===== config.mk =====
export PLATFORM = sky130hd
export DESIGN_NAME = data_sram_ctrl_flat
export DESIGN_NICKNAME = d
export VERILOG_FILES = /design/src/rtl/data_sram_ctrl_if.sv /design/src/rtl/data_sram_ctrl.sv /design/src/flat_wrapper.sv
export SDC_FILE = /design/constraint.sdc
export NUM_CORES = 1
export LEC_CHECK = 0
export BUFFER_PORTS_ARGS = -buffer_cell sky130_fd_sc_hd__clkbuf_2
export CORE_MARGIN = 2
export CORE_UTILIZATION = 45
export CTS_BUF_LIST = sky130_fd_sc_hd__clkbuf_4 sky130_fd_sc_hd__clkbuf_8 sky130_fd_sc_hd__clkbuf_16
export DETAILED_ROUTE_END_ITERATION = 10
export GPL_ROUTABILITY_DRIVEN = 0
export PLACE_DENSITY_LB_ADDON = 0.12
export SLEW_MARGIN = 20
export SYNTH_ARGS = -nofsm -noshare
export SYNTH_HDL_FRONTEND = slang
export SYNTH_SLANG_ARGS = --single-unit

===== constraint.sdc =====
create_clock -name clk -period 1.75 [get_ports clk]
set_input_delay 0.35 -clock clk [delete_from_list [all_inputs] [get_ports clk]]
set_output_delay 0.35 -clock clk [all_outputs]
set_load 0.01 [all_outputs]

===== src/rtl/data_sram_ctrl_if.sv =====
// MEM-stage request/response bus seen by the data-side SRAM controller.
// The master is the MEM stage; the slave is the controller.
interface data_sram_ctrl_if;
  logic        ce_i;
  logic        we_n_i;
  logic [3:0]  sel_i;
  logic [31:0] addr_i;
  logic [31:0] wdata_i;
  logic [31:0] rdata_o;
  logic        stall_req;

  modport master (
    output ce_i, we_n_i, sel_i, addr_i, wdata_i,
    input  rdata_o, stall_req
  );

  modport slave (
    input  ce_i, we_n_i, sel_i, addr_i, wdata_i,
    output rdata_o, stall_req
  );
endinterface


===== src/rtl/data_sram_ctrl.sv =====
// Data-side controller for an external asynchronous 32-bit SRAM with a fixed
// number of wait states; freezes the pipeline while an access is in flight.
module data_sram_ctrl #(
  parameter int SRAM_AW     = 20,
  parameter int WAIT_CYCLES = 2
) (
  input  logic               clk,
  input  logic               rst,
  data_sram_ctrl_if.slave    bus,
  output logic [SRAM_AW-1:0] sram_addr,
  output logic [31:0]        sram_dq_o,
  output logic               sram_dq_oe,
  input  logic [31:0]        sram_dq_i,
  output logic               sram_ce_n,
  output logic               sram_oe_n,
  output logic               sram_we_n,
  output logic [3:0]         sram_be_n
);

  typedef enum logic [1:0] {
    IDLE,
    ACCESS,
    DONE
  } state_t;

  localparam logic [3:0] COUNT_INIT = 4'(WAIT_CYCLES - 1);

  state_t      state;
  state_t      state_nxt;
  logic [3:0]  count;
  logic        op_store;
  logic        op_byte;
  logic [1:0]  op_lane;
  logic        accept;
  logic        finish;
  logic [7:0]  load_byte;
  logic [31:0] load_result;

  // Upper byte-address bits fall outside the SRAM and are discarded.
  logic unused_addr_bits;
  assign unused_addr_bits = ^bus.addr_i[31:SRAM_AW+2];

  always_ff @(posedge clk or negedge rst) begin
    if (!rst) begin
      state <= IDLE;
    end else begin
      state <= state_nxt;
    end
  end

  always_comb begin
    state_nxt     = state;
    accept        = 1'b0;
    finish        = 1'b0;
    bus.stall_req = 1'b0;
    case (state)
      IDLE: begin
        if (bus.ce_i) begin
          accept        = 1'b1;
          bus.stall_req = 1'b1;
          state_nxt     = ACCESS;
        end
      end
      ACCESS: begin
        bus.stall_req = 1'b1;
        if (count == 4'd0) begin
          finish    = 1'b1;
          state_nxt = DONE;
        end
      end
      DONE: begin
        state_nxt = IDLE;
      end
      default: begin
        state_nxt = IDLE;
      end
    endcase
  end

  // Loads pick the latched lane from the live SRAM bus at the final ACCESS edge.
  always_comb begin
    load_byte   = sram_dq_i[{op_lane, 3'b000} +: 8];
    load_result = sram_dq_i;
    if (op_store) begin
      load_result = 32'h0;
    end else if (op_byte) begin
      load_result = {{24{load_byte[7]}}, load_byte};
    end
  end

  // SRAM pins are registered at accept so they stay stable across ACCESS.
  always_ff @(posedge clk or negedge rst) begin
    if (!rst) begin
      count       <= 4'd0;
      op_store    <= 1'b0;
      op_byte     <= 1'b0;
      op_lane     <= 2'd0;
      bus.rdata_o <= 32'h0;
      sram_addr   <= '0;
      sram_dq_o   <= 32'h0;
      sram_dq_oe  <= 1'b0;
      sram_ce_n   <= 1'b1;
      sram_oe_n   <= 1'b1;
      sram_we_n   <= 1'b1;
      sram_be_n   <= 4'b1111;
    end else if (accept) begin
      count      <= COUNT_INIT;
      op_store   <= ~bus.we_n_i;
      op_byte    <= (bus.sel_i != 4'b0000);
      op_lane    <= bus.addr_i[1:0];
      sram_addr  <= bus.addr_i[SRAM_AW+1:2];
      sram_ce_n  <= 1'b0;
      sram_oe_n  <= ~bus.we_n_i;
      sram_we_n  <= bus.we_n_i;
      sram_dq_oe <= ~bus.we_n_i;
      if (bus.sel_i != 4'b0000) begin
        sram_dq_o <= {4{bus.wdata_i[7:0]}};
        sram_be_n <= ~(4'b0001 << bus.addr_i[1:0]);
      end else begin
        sram_dq_o <= bus.wdata_i;
        sram_be_n <= 4'b0000;
      end
    end else if (finish) begin
      bus.rdata_o <= load_result;
      sram_ce_n   <= 1'b1;
      sram_oe_n   <= 1'b1;
      sram_we_n   <= 1'b1;
      sram_dq_oe  <= 1'b0;
      sram_be_n   <= 4'b1111;
    end else if (state == ACCESS) begin
      count <= count - 4'd1;
    end
  end

endmodule


===== src/flat_wrapper.sv =====
// flat-port wrapper written by rule: the top's interface ports become plain ports
module data_sram_ctrl_flat 
#(
  parameter int SRAM_AW     = 20,
  parameter int WAIT_CYCLES = 2
)
  (clk, rst, sram_addr, sram_dq_o, sram_dq_oe, sram_dq_i, sram_ce_n, sram_oe_n, sram_we_n, sram_be_n, bus_ce_i, bus_we_n_i, bus_sel_i, bus_addr_i, bus_wdata_i, bus_rdata_o, bus_stall_req);
  data_sram_ctrl_if bus_i ();
  input  logic clk;
  input  logic rst;
  output logic [SRAM_AW-1:0] sram_addr;
  output logic [31:0] sram_dq_o;
  output logic sram_dq_oe;
  input  logic [31:0] sram_dq_i;
  output logic sram_ce_n;
  output logic sram_oe_n;
  output logic sram_we_n;
  output logic [3:0] sram_be_n;
  input wire logic [$bits(bus_i.ce_i)-1:0] bus_ce_i;
  input wire logic [$bits(bus_i.we_n_i)-1:0] bus_we_n_i;
  input wire logic [$bits(bus_i.sel_i)-1:0] bus_sel_i;
  input wire logic [$bits(bus_i.addr_i)-1:0] bus_addr_i;
  input wire logic [$bits(bus_i.wdata_i)-1:0] bus_wdata_i;
  output wire logic [$bits(bus_i.rdata_o)-1:0] bus_rdata_o;
  output wire logic [$bits(bus_i.stall_req)-1:0] bus_stall_req;
  assign bus_i.ce_i = bus_ce_i;
  assign bus_i.we_n_i = bus_we_n_i;
  assign bus_i.sel_i = bus_sel_i;
  assign bus_i.addr_i = bus_addr_i;
  assign bus_i.wdata_i = bus_wdata_i;
  assign bus_rdata_o = bus_i.rdata_o;
  assign bus_stall_req = bus_i.stall_req;
  data_sram_ctrl #(.SRAM_AW(SRAM_AW), .WAIT_CYCLES(WAIT_CYCLES)) u_core (.clk(clk), .rst(rst), .bus(bus_i), .sram_addr(sram_addr), .sram_dq_o(sram_dq_o), .sram_dq_oe(sram_dq_oe), .sram_dq_i(sram_dq_i), .sram_ce_n(sram_ce_n), .sram_oe_n(sram_oe_n), .sram_we_n(sram_we_n), .sram_be_n(sram_be_n));
endmodule

==> results of run 1 <==
sequential cells by signal, summed over array words and instances (netlist names):
signal and flops:
u_core.sram_we_n 1, u_core.op_lane 2, u_core.count 4, u_core.sram_ce_n 1, u_core.bus.rdata_o 32, u_core.op_store 1
u_core.sram_dq_o 32, u_core.state 2, u_core.op_byte 1, u_core.sram_oe_n 1, u_core.sram_dq_oe 1, u_core.sram_be_n 4
u_core.sram_addr 20
per-layer routing:
metal	vias up	global-route usage (%)
li1	1981	-
met1	1862	28.2
met2	125	38.0
met3	21	5.35
met4	0	7.24
met5	-	0
critical path, delay by kind of cell (launching register included):
kind            cells  cell delay (ns)
compound gates      1             0.28
fa+ha+maj           1             0.16
buf+inv             2             0.16
flops               1             0.41
simple gates        3             0.52
where the power goes:
part	total [mW]	leakage (nW)	internal (mW)	switching, mW
clock network	1.52	0.100	0.698	0.823
registers	4.13	1.28	3.49	0.641
logic	4.45	1.74	1.79	2.66
total	10.1	3.12	5.98	4.13
synth_stat cells, drive strengths merged:
cell	number	share of area [%]
o31a	3	0.59
nor2b	4	0.56
a211oi	7	1.2
o21ai	57	6.4
nor4	1	0.48
dfstp	7	4.1
a21oi	54	6.1
and2b	6	1.0
ha	1	0.28
clkinv	2	0.28
dfrtp	95	53
clkbuf	19	1.7
nand3	1	0.11
o22a	1	0.20
o22ai	7	1.3
and2	2	0.28
nor2	16	1.3
nand2	157	13
o31ai	6	1.5
mux2i	6	1.3
buf	12	2.0
nor3	3	0.34
inv	14	1.2
nand2b	4	0.73
a2bb2oi	1	0.20
nor3b	1	0.28
area by class of cell:
cell class              count  share of cell area (%)
clock buffers              11                    2.39
clock inverters             5                    1.03
flip-flops and latches    102                    44.1
well taps                 133                    2.86
inverters                  16                    1.12
multi-input cells         339                    29.3
repair buffers            206                    19.3
stage by stage:
step | setup TNS (ns) | area (µm²) | worst slack, ns | cells | util [%]
global placement | 0 | 5560 | 0.0603 | 794 | 57.4
finish | 0 | 5810 | 0.125 | 812 | 60.0
global route | -0.0239 | 5810 | -0.00926 | 812 | 60.0
detailed placement | 0 | 5560 | 0.0370 | 794 | 57.4
CTS | 0 | 5770 | 0.0115 | 811 | 59.6
floorplan | 0 | 4460 | 0.206 | 487 | -
worst min-delay path by stage:
stage	start	to	cells past startpoint
after floorplan	rst	u_core.bus.rdata_o[0]$_DFFE_PN0P_	0
after global placement	rst	u_core.bus.rdata_o[21]$_DFFE_PN0P_	1
after detailed placement	rst	u_core.bus.rdata_o[26]$_DFFE_PN0P_	1
after CTS	bus_addr_i[17]	u_core.sram_addr[15]$_DFFE_PN0P_	3
after global routing	bus_addr_i[20]	u_core.sram_addr[18]$_DFFE_PN0P_	3
final	bus_addr_i[17]	u_core.sram_addr[15]$_DFFE_PN0P_	3
logic make-up after synthesis:
| logic type | share of synthesized area, % |
|---|---|
| simple gates | 18.4 |
| compound gates | 17.4 |
| flops | 57.5 |
| buf+inv | 5.14 |
| mux | 1.35 |
| fa+ha+maj | 0.281 |
what timing repair did:
action / in CTS / in global routing
gates resized for setup: 0 / 6
hold buffers: 1 / 0
setup endpoints to repair: 0 / 30
endpoints found under the hold margin: 25 / 0
==> results.txt, run 1 <==
CTS clk-pin slew, worst paths: 0.10 ns
R2R setup slack: 0.12 ns
Worst r2r src: u_core.count[0]$_DFFE_PN0P_
Core area: 9680 µm²
Syn Area/Cell: 9.15 µm²
Layout cells sized above 1: 35.5%
Highest-delay cell along the critical path: dfrtp_1
Final Max Slew Viols: 0
# IOs: 197
Endpoints failing setup: 0
Final ANT Viol Nets: 0
Clk_skew: 0.0116 ns
CP Capture Type: flip-flop
Register Area: 2560 µm²
# fillers: 912
Metal-1 WL: 5.08 mm
HP Class: primary input to flip-flop
Synth unique cells: 36
Setup CP Type: flip-flop to flip-flop
WP data arrival: 1.89 ns
Die Span Y: 104 µm
Largest net degree at the start of global routing: 55
Post-Syn Nets: 592
# DRC: 0
# Max-Cap Violations: 0
Total power: 10.1 mW
Vias per cell: 4.91
Met3 WL: 742 µm
DR iter-0 viols: 159
Buffer depth of the longest clock path: 2
WL/cell: 14.8 µm
Cell count after synthesis: 487
N_diodes: 0
WP data required: 2.02 ns
CP endpoint: u_core.bus.rdata_o[0]$_DFFE_PN0P_
Initial Utilization: 46.0%
Syn Std Cell Area: 4460 µm²
Max VDD drop: 0.852 mV
Final min period: 1.63 ns
Gr usage total: 22.3%
Die area: 10700 µm²
CTS tree: done
CP dominant cell by count: nand2b_4
Fin nets: 779
P_leak: 3.12 nW
Commonest non-fill, non-tap cells in the layout: clkbuf_2, nand2_1, dfrtp_1
Startpoint Class: flip-flop
CTS Buf Count: 9
Post-route clock period utilization: 92.9%
Clk root buf: clkbuf_8
Top layer in use: met4
Initial antenna violation count: 0
Slowest Stage Delay on Critical Path: 0.41 ns
Footprint of the multi-input gates: 1700 µm²
Slew HR: 55.5%
Total length of routed wires: 12.0 mm
Status: finished clean
Post-CTS setup repair buffer count: 0
Register bit total from synthesis: 102
Critical path fanouts, max: 16
Row count: 36
DR WL met2: 5.91 mm
R2R cell count: 7
I/O Buffers: 186
Pwr Density: 1740 nW/µm²
Warnings from Yosys: 0
Crit path launch: u_core.count[0]$_DFFE_PN0P_
FMAX: 0.615 GHz
Chip Width: 104 µm
Sequential share of the synthesized area: 57.5%
First-pass GRT wire length: 19.3 mm
Hold_ws: 0.166 ns
FF-to-FF End: u_core.bus.rdata_o[0]$_DFFE_PN0P_
Least-Margin Pin Slew: 0.668 ns
Via Count: 3989
H-tree depth: 3
DP Wirelength: 8.89 mm
Number of global-route vias before repair: 3960
Total grt overflow: 0
Commonest non-fill, non-tap cell in the layout: clkbuf_2
Clk Latency, worst-skew pair: 0.37 ns
Initial DRT Pass Iterations: 4
Sink Count: 102
Final Hold Fails: 0
Area growth from synthesis to layout: 30.4%
Ordered list of cells on the worst path: inv_1 > ha_1 > nor3b_4 > nand2b_4 > clkinv_4 > nand2b_4 > o31ai_1
Power figures use the tool's default switching activity.
==> run 2: changes to the inputs <==
--- a/config.mk
+++ b/config.mk
@@ -5,8 +5,8 @@
 export SDC_FILE = /design/constraint.sdc
 export NUM_CORES = 1
 export LEC_CHECK = 0
+export ABC_AREA = 1
 export BUFFER_PORTS_ARGS = -buffer_cell sky130_fd_sc_hd__clkbuf_2
-export CORE_MARGIN = 2
 export CORE_UTILIZATION = 45
 export CTS_BUF_LIST = sky130_fd_sc_hd__clkbuf_4 sky130_fd_sc_hd__clkbuf_8 sky130_fd_sc_hd__clkbuf_16
 export DETAILED_ROUTE_END_ITERATION = 10
==> run 2 against run 1 <==
Net effect:
- synthesized cell count grew 17%
- wire length is 6.7% lower
- first-iteration DRC count fell by 26%
- critical path type unchanged
==> results.txt, run 2 <==
Status: finished clean
EDFF count, synth: 0
Yosys top cell area share: 52.5%
Gr usage total: 22.9%
Chip Width: 102 µm
I/O Buffers: 186
Clk_skew: 0.00975 ns
DR iter-0 viols: 118
Setup CP Type: flip-flop to flip-flop
Post-synthesis mux area share: 0%
H-tree depth: 3
Register bit total from synthesis: 102
Sequential share of the synthesized area: 56.5%
Setup WS post-layout: 0.172 ns
# Max-Cap Violations: 0
Row count: 36
Synth unique cells: 28
Number of global-route vias before repair: 4035
Layout cells sized above 1: 31.8%
Adder-cell area share of the yosys netlist: 0.276%
Buffer depth of the longest clock path: 2
Pwr Density: 1670 nW/µm²
Slew HR: 64.5%
Die area: 10500 µm²
Clk root buf: clkbuf_8
Fraction of registers with async set/reset: 100%
Primary FF master, synth: dfrtp_1
Total grt overflow: 0
Critical path fanouts, max: 34
Core area: 9770 µm²
Largest family of logic cells by synthesized area: simple AND/OR/NAND/NOR gates
CTS clk-pin slew, worst paths: 0.09 ns
DP Wirelength: 8.50 mm
# IOs: 197
Largest net degree at the start of global routing: 37
# DRC: 0
Endpoints failing setup: 0
P_leak: 3.41 nW
N_diodes: 0
Least-Margin Pin Slew: 0.532 ns
Pre-CTS setup slack: 0.135 ns
Cell count after synthesis: 568
WP data required: 2.01 ns
Top cells by count, synth: nand2_1, dfrtp_1, nand3_1
R2R setup slack: 0.17 ns
Synth area leader: dfrtp_1
Warnings from Yosys: 0
Setup TNS: 0 ns
Commonest non-fill, non-tap cells in the layout: nand2_1, clkbuf_2, dfrtp_1
Post-Synth Simple-Gate Area: 35.7%
CTS tree: done
Die Span Y: 102 µm
First-pass GRT wire length: 18.5 mm
Max VDD drop: 0.663 mV
FMAX: 0.634 GHz
Top cells by area, synth: dfrtp_1, nand2_1, nand3_1
Slowest Stage Delay on Critical Path: 0.37 ns
Initial antenna violation count: 0
Via Count: 4210
Synth Area in Compound Gates: 2.10%
Ordered list of cells on the worst path: inv_1 > ha_1 > nand3_1 > nor2_4 > inv_2 > buf_4 > nand2_1 > nand2_1
Final Hold Fails: 0
Post-route clock period utilization: 90.2%
Area growth from synthesis to layout: 28.8%
Sink Count: 102
HP Class: primary input to flip-flop
CTS Buf Count: 9
Post-Syn Nets: 673
Vias per cell: 4.70
Cell with the most instances after synthesis: nand2_1
CP dominant cell by count: nand2_1
Clk Latency, worst-skew pair: 0.36 ns
Startpoint Class: flip-flop
Final min period: 1.58 ns
Initial Utilization: 46.3%
RSZ-0062 raised after global routing: false
Syn Std Cell Area: 4530 µm²
WL/cell: 12.5 µm
Hold_ws: 0.181 ns
Final ANT Viol Nets: 0
CP Capture Type: flip-flop
Syn Area/Cell: 7.97 µm²
XOR/XNOR Fraction of Synth Area: 0.193%
Commonest non-fill, non-tap cell in the layout: nand2_1
WP data arrival: 1.83 ns
Total length of routed wires: 11.2 mm
Final Max Slew Viols: 0
Top Registers: u_core.bus.rdata_o (32), u_core.sram_dq_o (32), u_core.sram_addr (20)
Highest-delay cell along the critical path: dfrtp_1
Fin nets: 862
Initial DRT Pass Iterations: 4
## run 2: cell count changes in the layout (fill, tap and decap cells not counted), moves of 6 or more
cell	before	now
a211oi_1	7	0
a21oi_1	54	2
and2b_1	6	0
inv_2	0	7
mux2i_1	6	0
nand2_1	156	313
nand3_1	1	38
nand4_1	0	6
nor2_1	16	31
o21ai_0	52	10
## run 2: final timing paths
path / cells past startpoint / startpoint / end
max in group asynchronous: 3 / rst / u_core.sram_dq_o[9]$_DFFE_PN0P_
worst max-delay path: 8 / u_core.count[0]$_DFFE_PN0P_ / u_core.bus.rdata_o[28]$_DFFE_PN0P_
worst min-delay path: 3 / bus_addr_i[15] / u_core.sram_addr[13]$_DFFE_PN0P_
worst max register to register: 8 / u_core.count[0]$_DFFE_PN0P_ / u_core.bus.rdata_o[28]$_DFFE_PN0P_
worst min register to register: 2 / u_core.sram_ce_n$_DFFE_PN1P_ / u_core.sram_ce_n$_DFFE_PN1P_
min in group asynchronous: 2 / rst / u_core.count[2]$_DFFE_PN0P_
## run 2: cell families (layout without fill, tap and decap cells)
family,after synthesis,count (layout)
and+or+nand+nor,399,399
adders and majority gates,1,1
DFF,102,102
AOI/OAI and AO/OA,17,17
buffers and inverters,48,242
xor gates and xnor gates,1,1
## run 2: timing repair
item,CTS,global route
hold buffers,1,0
endpoints found under the setup margin,0,25
endpoints found under the hold margin,26,0
setup buffers,0,0
resized for setup,0,2
## run 2: routing by layer
layer	up-vias	track usage [%]	wire, µm
li1	2121	-	-
met2	140	36.8	5210
met3	20	6.29	819
met4	0	10.0	279
met5	-	0	0
met1	1929	29.0	4890
## run 2: cell type report
class                      instances  area [µm²]
fill                             965        3940
sequential                       102        2560
multi-input combinational        418        1740
timing repair buffer             201        1090
clock buffer                      13         166
tap                              133         166
inverter                          25        98.8
clock inverter                     3        18.8
## run 2: where the power goes
group	internal, mW	switching, mW
logic	1.66	2.73
registers	3.42	0.557
clock network	0.626	0.771
total	5.71	4.06
## run 2: stage by stage
step | area, µm² | cells | power [mW] | util [%]
floorplan | 4530 | 568 | 6.81 | -
global placement | 5630 | 878 | 8.32 | 57.6
detailed placement | 5630 | 878 | 8.47 | 57.6
CTS | 5830 | 895 | 9.90 | 59.6
global route | 5830 | 895 | 10.7 | 59.7
finish | 5830 | 895 | 9.77 | 59.7
## run 2: worst max-delay path, delay by kind of cell, from the launching register on
family / cells / cell delay (ns)
adders and majority gates: 1 / 0.20
DFF: 1 / 0.37
and+or+nand+nor: 4 / 0.49
buffers and inverters: 3 / 0.40
